<file path="src/rtl/simd_inst_fetch.sv">
// Two-stage instruction fetch between the warp issuer and the SIMD ALU: the
// store is read in S0, the word and its payload are offered to the ALU from S1.
module simd_inst_fetch #(
    parameter  int N_INST    = 16,
    parameter  int WBW       = 16,
    parameter  int VDIM      = 6,
    parameter  int IBW       = 32,
    parameter  int MAX_WARP  = 16,
    parameter  int N_PENDING = 4,
    localparam int INST_BW   = $clog2(N_INST + 1),
    localparam int WID_BW    = $clog2(MAX_WARP),
    localparam int OFS_BW    = WBW * VDIM
) (
    input  logic               i_clk,
    input  logic               i_rst,
    input  logic               inst_rdy,
    output logic               inst_ack,
    input  logic [INST_BW-1:0] i_pc,
    input  logic [WID_BW-1:0]  i_warpid,
    input  logic [OFS_BW-1:0]  i_bofs,
    input  logic [OFS_BW-1:0]  i_aofs,
    input  logic               cfg_rdy,
    output logic               cfg_ack,
    input  logic [INST_BW-1:0] i_cfg_addr,
    input  logic [IBW-1:0]     i_cfg_data,
    output logic               alu_rdy,
    input  logic               alu_ack,
    output logic [IBW-1:0]     o_inst,
    output logic [INST_BW-1:0] o_pc,
    output logic [WID_BW-1:0]  o_warpid,
    output logic [OFS_BW-1:0]  o_bofs,
    output logic [OFS_BW-1:0]  o_aofs,
    input  logic               wb_dval,
    output logic               inst_commit_dval
);

    localparam int                 AW       = (N_INST > 1) ? $clog2(N_INST) : 1;
    localparam int                 CW       = $clog2(2 * N_PENDING + 1);
    localparam logic [INST_BW-1:0] PC_LIMIT = INST_BW'(N_INST);
    localparam logic [IBW-1:0]     NOP_WORD = {1'b1, {(IBW - 1){1'b0}}};

    logic [IBW-1:0]     mem_q [N_INST];
    logic [IBW-1:0]     rd_q;

    logic               s0_valid_q, s0_valid_d;
    logic               s0_oor_q,   s0_oor_d;
    logic [INST_BW-1:0] s0_pc_q,    s0_pc_d;
    logic [WID_BW-1:0]  s0_wid_q,   s0_wid_d;
    logic [OFS_BW-1:0]  s0_bofs_q,  s0_bofs_d;
    logic [OFS_BW-1:0]  s0_aofs_q,  s0_aofs_d;

    logic               s1_valid_q, s1_valid_d;
    logic               s1_nop_q,   s1_nop_d;
    logic [IBW-1:0]     s1_inst_q,  s1_inst_d;
    logic [INST_BW-1:0] s1_pc_q,    s1_pc_d;
    logic [WID_BW-1:0]  s1_wid_q,   s1_wid_d;
    logic [OFS_BW-1:0]  s1_bofs_q,  s1_bofs_d;
    logic [OFS_BW-1:0]  s1_aofs_q,  s1_aofs_d;

    logic [CW-1:0]      cnt_q, cnt_d;
    logic               commit_q, commit_d;

    logic               s1_leave_s, s0_adv_s, inst_ack_s, cfg_ack_s;
    logic               pc_in_range_s, cfg_in_range_s, nop_retire_s;
    logic [IBW-1:0]     s0_word_s;

    // Handshake and stage-advance decisions; reset gates the combinational acks.
    always_comb begin
        pc_in_range_s  = (i_pc < PC_LIMIT);
        cfg_in_range_s = (i_cfg_addr < PC_LIMIT);
        s1_leave_s     = s1_valid_q && (s1_nop_q || alu_ack);
        s0_adv_s       = s0_valid_q && (!s1_valid_q || s1_leave_s);
        inst_ack_s     = i_rst && inst_rdy && (!s0_valid_q || s0_adv_s);
        cfg_ack_s      = i_rst && cfg_rdy && !s0_valid_q && !s1_valid_q && !inst_rdy;
        nop_retire_s   = s1_valid_q && s1_nop_q;
        s0_word_s      = s0_oor_q ? NOP_WORD : rd_q;
    end

    // Next-state for both stages and the commit counter.
    always_comb begin
        s0_valid_d = s0_valid_q;
        s0_oor_d   = s0_oor_q;
        s0_pc_d    = s0_pc_q;
        s0_wid_d   = s0_wid_q;
        s0_bofs_d  = s0_bofs_q;
        s0_aofs_d  = s0_aofs_q;
        s1_valid_d = s1_valid_q;
        s1_nop_d   = s1_nop_q;
        s1_inst_d  = s1_inst_q;
        s1_pc_d    = s1_pc_q;
        s1_wid_d   = s1_wid_q;
        s1_bofs_d  = s1_bofs_q;
        s1_aofs_d  = s1_aofs_q;

        if (inst_ack_s) begin
            s0_valid_d = 1'b1;
            s0_oor_d   = !pc_in_range_s;
            s0_pc_d    = i_pc;
            s0_wid_d   = i_warpid;
            s0_bofs_d  = i_bofs;
            s0_aofs_d  = i_aofs;
        end else if (s0_adv_s) begin
            s0_valid_d = 1'b0;
        end else begin
            s0_valid_d = s0_valid_q;
        end

        if (s0_adv_s) begin
            s1_valid_d = 1'b1;
            s1_nop_d   = s0_word_s[IBW-1];
            s1_inst_d  = s0_word_s;
            s1_pc_d    = s0_pc_q;
            s1_wid_d   = s0_wid_q;
            s1_bofs_d  = s0_bofs_q;
            s1_aofs_d  = s0_aofs_q;
        end else if (s1_leave_s) begin
            s1_valid_d = 1'b0;
        end else begin
            s1_valid_d = s1_valid_q;
        end

        // commit_q mirrors (cnt_q != 0), so the decrement can never underflow
        cnt_d    = cnt_q + {{(CW - 1){1'b0}}, nop_retire_s}
                         + {{(CW - 1){1'b0}}, wb_dval}
                         - {{(CW - 1){1'b0}}, commit_q};
        commit_d = (cnt_d != {CW{1'b0}});
    end

    // Instruction store and its read register; contents survive reset.
    always_ff @(posedge i_clk) begin
        if (cfg_ack_s && cfg_in_range_s) begin
            mem_q[i_cfg_addr[AW-1:0]] <= i_cfg_data;
        end
        if (inst_ack_s && pc_in_range_s) begin
            rd_q <= mem_q[i_pc[AW-1:0]];
        end
    end

    // Pipeline and commit state registers.
    always_ff @(posedge i_clk or negedge i_rst) begin
        if (!i_rst) begin
            s0_valid_q <= 1'b0;
            s0_oor_q   <= 1'b0;
            s0_pc_q    <= {INST_BW{1'b0}};
            s0_wid_q   <= {WID_BW{1'b0}};
            s0_bofs_q  <= {OFS_BW{1'b0}};
            s0_aofs_q  <= {OFS_BW{1'b0}};
            s1_valid_q <= 1'b0;
            s1_nop_q   <= 1'b0;
            s1_inst_q  <= {IBW{1'b0}};
            s1_pc_q    <= {INST_BW{1'b0}};
            s1_wid_q   <= {WID_BW{1'b0}};
            s1_bofs_q  <= {OFS_BW{1'b0}};
            s1_aofs_q  <= {OFS_BW{1'b0}};
            cnt_q      <= {CW{1'b0}};
            commit_q   <= 1'b0;
        end else begin
            s0_valid_q <= s0_valid_d;
            s0_oor_q   <= s0_oor_d;
            s0_pc_q    <= s0_pc_d;
            s0_wid_q   <= s0_wid_d;
            s0_bofs_q  <= s0_bofs_d;
            s0_aofs_q  <= s0_aofs_d;
            s1_valid_q <= s1_valid_d;
            s1_nop_q   <= s1_nop_d;
            s1_inst_q  <= s1_inst_d;
            s1_pc_q    <= s1_pc_d;
            s1_wid_q   <= s1_wid_d;
            s1_bofs_q  <= s1_bofs_d;
            s1_aofs_q  <= s1_aofs_d;
            cnt_q      <= cnt_d;
            commit_q   <= commit_d;
        end
    end

    assign inst_ack         = inst_ack_s;
    assign cfg_ack          = cfg_ack_s;
    assign alu_rdy          = s1_valid_q && !s1_nop_q;
    assign o_inst           = s1_inst_q;
    assign o_pc             = s1_pc_q;
    assign o_warpid         = s1_wid_q;
    assign o_bofs           = s1_bofs_q;
    assign o_aofs           = s1_aofs_q;
    assign inst_commit_dval = commit_q;

    simd_inst_fetch_chk #(
        .CW      (CW),
        .MAX_CNT (2 * N_PENDING)
    ) u_chk (
        .clk_i   (i_clk),
        .rst_n_i (i_rst),
        .cnt_i   (cnt_q)
    );

endmodule

// Commit counter bound checker: the driver semaphore keeps at most
// 2*N_PENDING commits outstanding.
module simd_inst_fetch_chk #(
    parameter int CW      = 4,
    parameter int MAX_CNT = 8
) (
    input logic          clk_i,
    input logic          rst_n_i,
    input logic [CW-1:0] cnt_i
);

    cnt_bound_a: assert property (@(posedge clk_i) disable iff (!rst_n_i)
        int'(cnt_i) <= MAX_CNT);

endmodule

</file>
<file path="config.mk">
export PLATFORM = sky130hd
export DESIGN_NAME = simd_inst_fetch
export DESIGN_NICKNAME = d
export VERILOG_FILES = /design/src/rtl/simd_inst_fetch.sv
export SDC_FILE = /design/constraint.sdc
export NUM_CORES = 1
export LEC_CHECK = 0
export BUFFER_PORTS_ARGS = -buffer_cell sky130_fd_sc_hd__buf_4
export CELL_PAD_IN_SITES_DETAIL_PLACEMENT = 1
export CELL_PAD_IN_SITES_GLOBAL_PLACEMENT = 1
export CORE_MARGIN = 3
export CORE_UTILIZATION = 53
export DETAILED_ROUTE_END_ITERATION = 6
export PLACE_DENSITY = 0.84
export SYNTH_ARGS = -nofsm -noshare
export SYNTH_HDL_FRONTEND = slang
export SYNTH_SLANG_ARGS = --single-unit
</file>
<file path="constraint.sdc">
create_clock -name i_clk -period 10.3 [get_ports i_clk]
set_clock_uncertainty 0.05 [all_clocks]
set_input_delay 2.06 -clock i_clk [delete_from_list [all_inputs] [get_ports i_clk]]
set_output_delay 2.06 -clock i_clk [all_outputs]
set_load 0.1 [all_outputs]
</file>
# Yosys cells after proc, flatten, opt, wreduce, memory -nomap -nowiden

Memory sizes are Yosys's and may differ from the RTL's. A register that Yosys moved wholly into a read port is not among the register bits.
Index checks and enable logic that the tools add are counted.

Word-level logic and storage cells: 51
RAM bits: 512
Bits in registers: 443
Memories kept: 1

Mux-type cells: 7
Reduce and logical (&&, ||, !) cells: 23
Magnitude comparators: 2
Add/sub/neg operators: 3

Memory list:

| memory | depth | bits a word | rd ports | clocked after Yosys merged registers in | wr ports | RTL line | text |
|---|---|---|---|---|---|---|---|
| mem_q  | 16    | 32          | 1        | 1                                       | 1        | 42       | `logic [IBW-1:0] mem_q [N_INST];` |

Operator list:

| kind               | number |
|---|---|
| $mux 32            | 1 |
| $logic_and 1x1->1  | 12 |
| $lt 5x5->1 const B | 2 |
| $add 4x1->4        | 2 |
| $mux 1             | 6 |
| $logic_not 1->1    | 5 |
| $reduce_bool 2->1  | 2 |
| $reduce_bool 4->1  | 1 |
| $sub 4x1->4        | 1 |
| $logic_or 1x1->1   | 3 |

# Longest topological paths before layout

Word-level depth: 7
Gate-level depth with buffers: 8
Gate-level depth less buffers: 8

# Worst setup path before layout

Ideal clock, no wire load.

Kind: in2out
Start: in inst_rdy
End: out cfg_ack
Path buffers: 0
Setup slack: 3.256 ns
Required time: 8.190 ns
Cell stages on the path: 1
Data arrival time: 4.934 ns
Cell sequence: nor4_1

Longest elaborated chain between the ends: 2

Ends and longest elaborated chain:

| element           | RTL line | text |
|---|---|---|
| start, declared   | 16       | `input logic inst_rdy,` |
| $logic_not 1->1   | 74       | `cfg_ack_s = i_rst && cfg_rdy && !s0_valid_q && !s1_valid_q && !inst_rdy;` |
| $logic_and 1x1->1 | 74       |  |
| end, declared     | 23       | `output logic cfg_ack,` |

No other way between the ends.

# Worst setup path in the final report

Start: in i_rst
End: out inst_ack

Longest elaborated chain between the ends: 2

Ends and longest elaborated chain:

| element                        | RTL line | text |
|---|---|---|
| start, declared                | 15       | `input logic i_rst,` |
| $logic_and 1x1->1 (2 in a row) | 73       | `inst_ack_s = i_rst && inst_rdy && (!s0_valid_q \|\| s0_adv_s);` |
| end, declared                  | 17       | `output logic inst_ack,` |

No other way between the ends.

==> key figures <==
Setup path
  • Endpoint arrival time on the critical path: 4.14 ns
  • Category of cells accounting for the largest share of critical-path delay: buffers and inverters
  • Cell mode on critical path: sky130_fd_sc_hd__buf_4
  • Slowest stage cell on the critical path: sky130_fd_sc_hd__buf_4
  • Nature of the critical path endpoint: output port
  • Cell depth of the worst flop-to-flop path: 5
  • Type of the setup path with the least slack: in2out
  • Slowest stage delay, CP: 0.75 ns
  • Setup slack of the most critical reg-to-reg path: approximately 6.3 ns
  • Count of buffering cells on the critical path with inverters included: 3
  • Worst endpoint required time: 8.19 ns
  • End of the worst register-to-register path: o_bofs[2]
  • RR Startpoint: s1_nop_q
  • Maximum fanout count along the critical path: ~70
  • Worst-path cell chain: buf_8, nand2_1, a21oi_4, buf_4, buf_4
  • Startpoint class of the critical path: input port

Die
  • Overall die area: around 73,000 um^2
  • I/O pin count: 481
  • Die H: 270.0 um
  • Total core area: between 60,000 and 70,000 um^2
  • DIE WIDTH: 270.0 um
  • Initial Util: 53.67%
  • Number of placement rows: 96

Clock network
  • Hold-fix buffers at CTS: 0
  • Clock tree from TritonCTS: done
  • Clock Path Buffers: 3
  • Clock-pin slew on the worst setup and hold paths: about 0.060 ns
  • Post_cts resized: 0
  • Buffer cell driving the clock tree root: sky130_fd_sc_hd__clkbuf_16
  • Clock Sinks: 985
  • Htree depth: 3
  • Setup Fix Bufs, Post-CTS: 0
  • Inserted Clock Buffers: 99
  • Clk_lat worst skew: around 0.65 ns

Synth
  • Dominant cell type by area after synthesis: sky130_fd_sc_hd__edfxtp_1
  • Yosys warning total: 0
  • Synthesized area divided by synthesized cell count: 19.76 um^2
  • Cell variety after synth: 32
  • Proportion of netlist area held by the largest area contributor: 44.22%
  • Total of flip-flops plus latches after synthesis: approximately 990
  • Instance count of the mapped netlist: 1,869
  • Share of synthesized flip-flops with an asynchronous set or reset: 44.77%
  • Sequential cell area fraction in the yosys report: 74.10%
  • Mapped Nets: 2,118
  • Library cell with the highest instance count after synthesis: sky130_fd_sc_hd__edfxtp_1
  • Post-synthesis cell area: 36,940 um^2
  • Leading cell types by count after synthesis: 544 x sky130_fd_sc_hd__edfxtp_1, 441 x sky130_fd_sc_hd__dfrtp_1, 402 x sky130_fd_sc_hd__mux2_2
  • EDFF count, synth: around 540
  • Synth Flop Type: sky130_fd_sc_hd__edfxtp_1
  • Largest cells by area after synthesis: sky130_fd_sc_hd__edfxtp_1 44%, sky130_fd_sc_hd__dfrtp_1 30%, sky130_fd_sc_hd__mux2_2 12%, sky130_fd_sc_hd__mux4_2 7.8%, sky130_fd_sc_hd__a22oi_1 1.3%

Drt
  • Residual DRC count: 0
  • Iteration-0 DRC count of the detailed router: 1,591
  • Routed vias: 19.80k
  • Total Wirelength: 102,500 um
  • Detailed-route wire length per cell: 29.97 um
  • Number of antenna-violating nets in the routed design: 0
  • First-pass detailed-route iteration total: 5
  • Number of vias per cell after detailed routing: 5.788

Placement
  • HPWL after detailed placement: 63,870 um
  • RePlAce Congestion: 0.8516
  • Count of buffers from port buffering: 480

STA
  • Final-report setup violation count: 0
  • Clock period minus worst slack: 6.251 ns
  • Min Hold Slack: 0.4362 ns
  • Unrepaired setup endpoints after global routing: no
  • Highest clock rate: 160.0 MHz
  • Final Max Tran Viols: 0
  • Ratio of final minimum period to clock period: 60.69%
  • Setup TNS after final layout: 0 ns
  • Max transition margin: between 10% and 20%
  • Hold Vio Cnt, Final: 0
  • Slew at the pin with the worst max-slew slack: between 1 and 1.5 ns

Global route
  • Global route overflow: 0
  • Vias in the first global route: between 20k and 25k
  • Total global routing track utilization: 28.11%
  • First-pass GRT wire length: 150,600 um
  • Maximum number of pins on one net before global-route repair: 185
  • Initial antenna violation count: 23

Min path
  • Worst min path class: reg2reg
  • Start point of the worst min-delay path: o_inst[3]
  • Hold endpoint: o_inst[3]
  • Worst hold stages: 2

Finish
  • Net count, final: 2,638
  • Layout overhead on the synthesized area: 21.42%
  • Final core area utilization: 65.17%
  • Share of cells above drive strength 1: 49.49%

Power
  • Power per cell area: around 270 nW/um^2
  • P_leak: 0.01735 uW
  • Peak supply drop: 0.1689 mV

Flow run
  • Max Cap Viol: 0

Outcome
  • Result of the run: complete, no violations
## where the power goes
part	total, uW	leakage, uW	switching (uW)	internal [uW]
registers	4860	0.0101	265	4590
logic	3540	0.00557	2720	823
clock network	3660	0.00164	1500	2160
total	12100	0.0173	4480	7580
## state kept, by name, indices dropped and copies added, names as in the netlist
name	cells
mem_q	512
o_aofs	96
o_bofs	96
s0_aofs_q	96
s0_bofs_q	96
rd_q	32
o_inst	31
o_pc	5
cnt_q	4
o_warpid	4
s0_pc_q	4
s0_wid_q	4
inst_commit_dval	1
s0_oor_q	1
s0_valid_q	1
s1_nop_q	1
s1_valid_q	1
## stage by stage
step / instances / setup slack (ns) / power, uW / cell area, um^2
floorplan: 1869 / 3.256 / 7501 / 36940
global placement: 3219 / 4.061 / 8339 / 41470
detailed placement: 3219 / 4.039 / 8462 / 41470
CTS: 3404 / 4.041 / 12150 / 44800
global route: 3413 / 3.908 / 12430 / 44830
finish: 3420 / 4.049 / 12060 / 44850
## worst reg2reg max path, stage by stage, from the launching register on
cell                       delay [ns]
sky130_fd_sc_hd__dfrtp_1         0.55
sky130_fd_sc_hd__nor3b_4         0.40
sky130_fd_sc_hd__nand2b_4        0.72
sky130_fd_sc_hd__buf_12          0.70
sky130_fd_sc_hd__buf_4           0.95
sky130_fd_sc_hd__mux2_2          0.49
## logic make-up (layout without fill, tap and decap cells)
group / Yosys count / after routing / synth area share (%)
compound gates: 100 / 100 / 1.799
xor+xnor: 2 / 2 / 0.04743
fa+ha+maj: 5 / 5 / 0.2100
buf+inv: 106 / 710 / 1.944
flops: 985 / 985 / 74.10
mux: 530 / 530 / 20.06
other cells: 0 / 16 / 0
simple gates: 141 / 141 / 1.839
## cell usage in the layout (no fill, tap or decap), types with 16 or more instances in the layout
cell type	count
sky130_fd_sc_hd__a22oi_1	64
sky130_fd_sc_hd__buf_4	513
sky130_fd_sc_hd__clkbuf_1	24
sky130_fd_sc_hd__clkbuf_16	102
sky130_fd_sc_hd__clkbuf_8	17
sky130_fd_sc_hd__clkinv_2	18
sky130_fd_sc_hd__dfrtp_1	441
sky130_fd_sc_hd__diode_2	16
sky130_fd_sc_hd__edfxtp_1	544
sky130_fd_sc_hd__mux2_2	402
sky130_fd_sc_hd__mux4_2	128
sky130_fd_sc_hd__nand2_1	71
sky130_fd_sc_hd__nand2b_1	33
sky130_fd_sc_hd__o21ai_0	34
## worst max-delay path by stage
stage,from,endpoint,cells after the start
5_1_grt,i_rst,inst_ack,5
2_1_floorplan,inst_rdy,cfg_ack,1
4_1_cts,i_rst,inst_ack,5
6_report,i_rst,inst_ack,5
3_3_place_gp,i_rst,inst_ack,5
3_5_place_dp,i_rst,inst_ack,5
## layout make-up
class                           instances  area [um^2]
Antenna cell                           16        40.04
Timing Repair Buffer                  517         3920
Multi-Input combinational cell        778         8992
Inverter                                8        30.03
Fill cell                            5802        23980
Sequential cell                       985        27370
Clock inverter                         43        469.2
Tap cell                              931         1165
Clock buffer                          142         2863
## per-layer routing
metal | share of wire (%) | GRT usage, % | vias up | routed length [um]
met5 | 0.17 | 0.5921 | - | 176
met4 | 4.7 | 12.42 | 20 | 4866
met3 | 7.6 | 7.924 | 245 | 7775
met2 | 51 | 48.58 | 802 | 52770
met1 | 36 | 32.87 | 10483 | 36910
li1 | - | - | 8245 | -
Power figures use the tool's default switching activity.
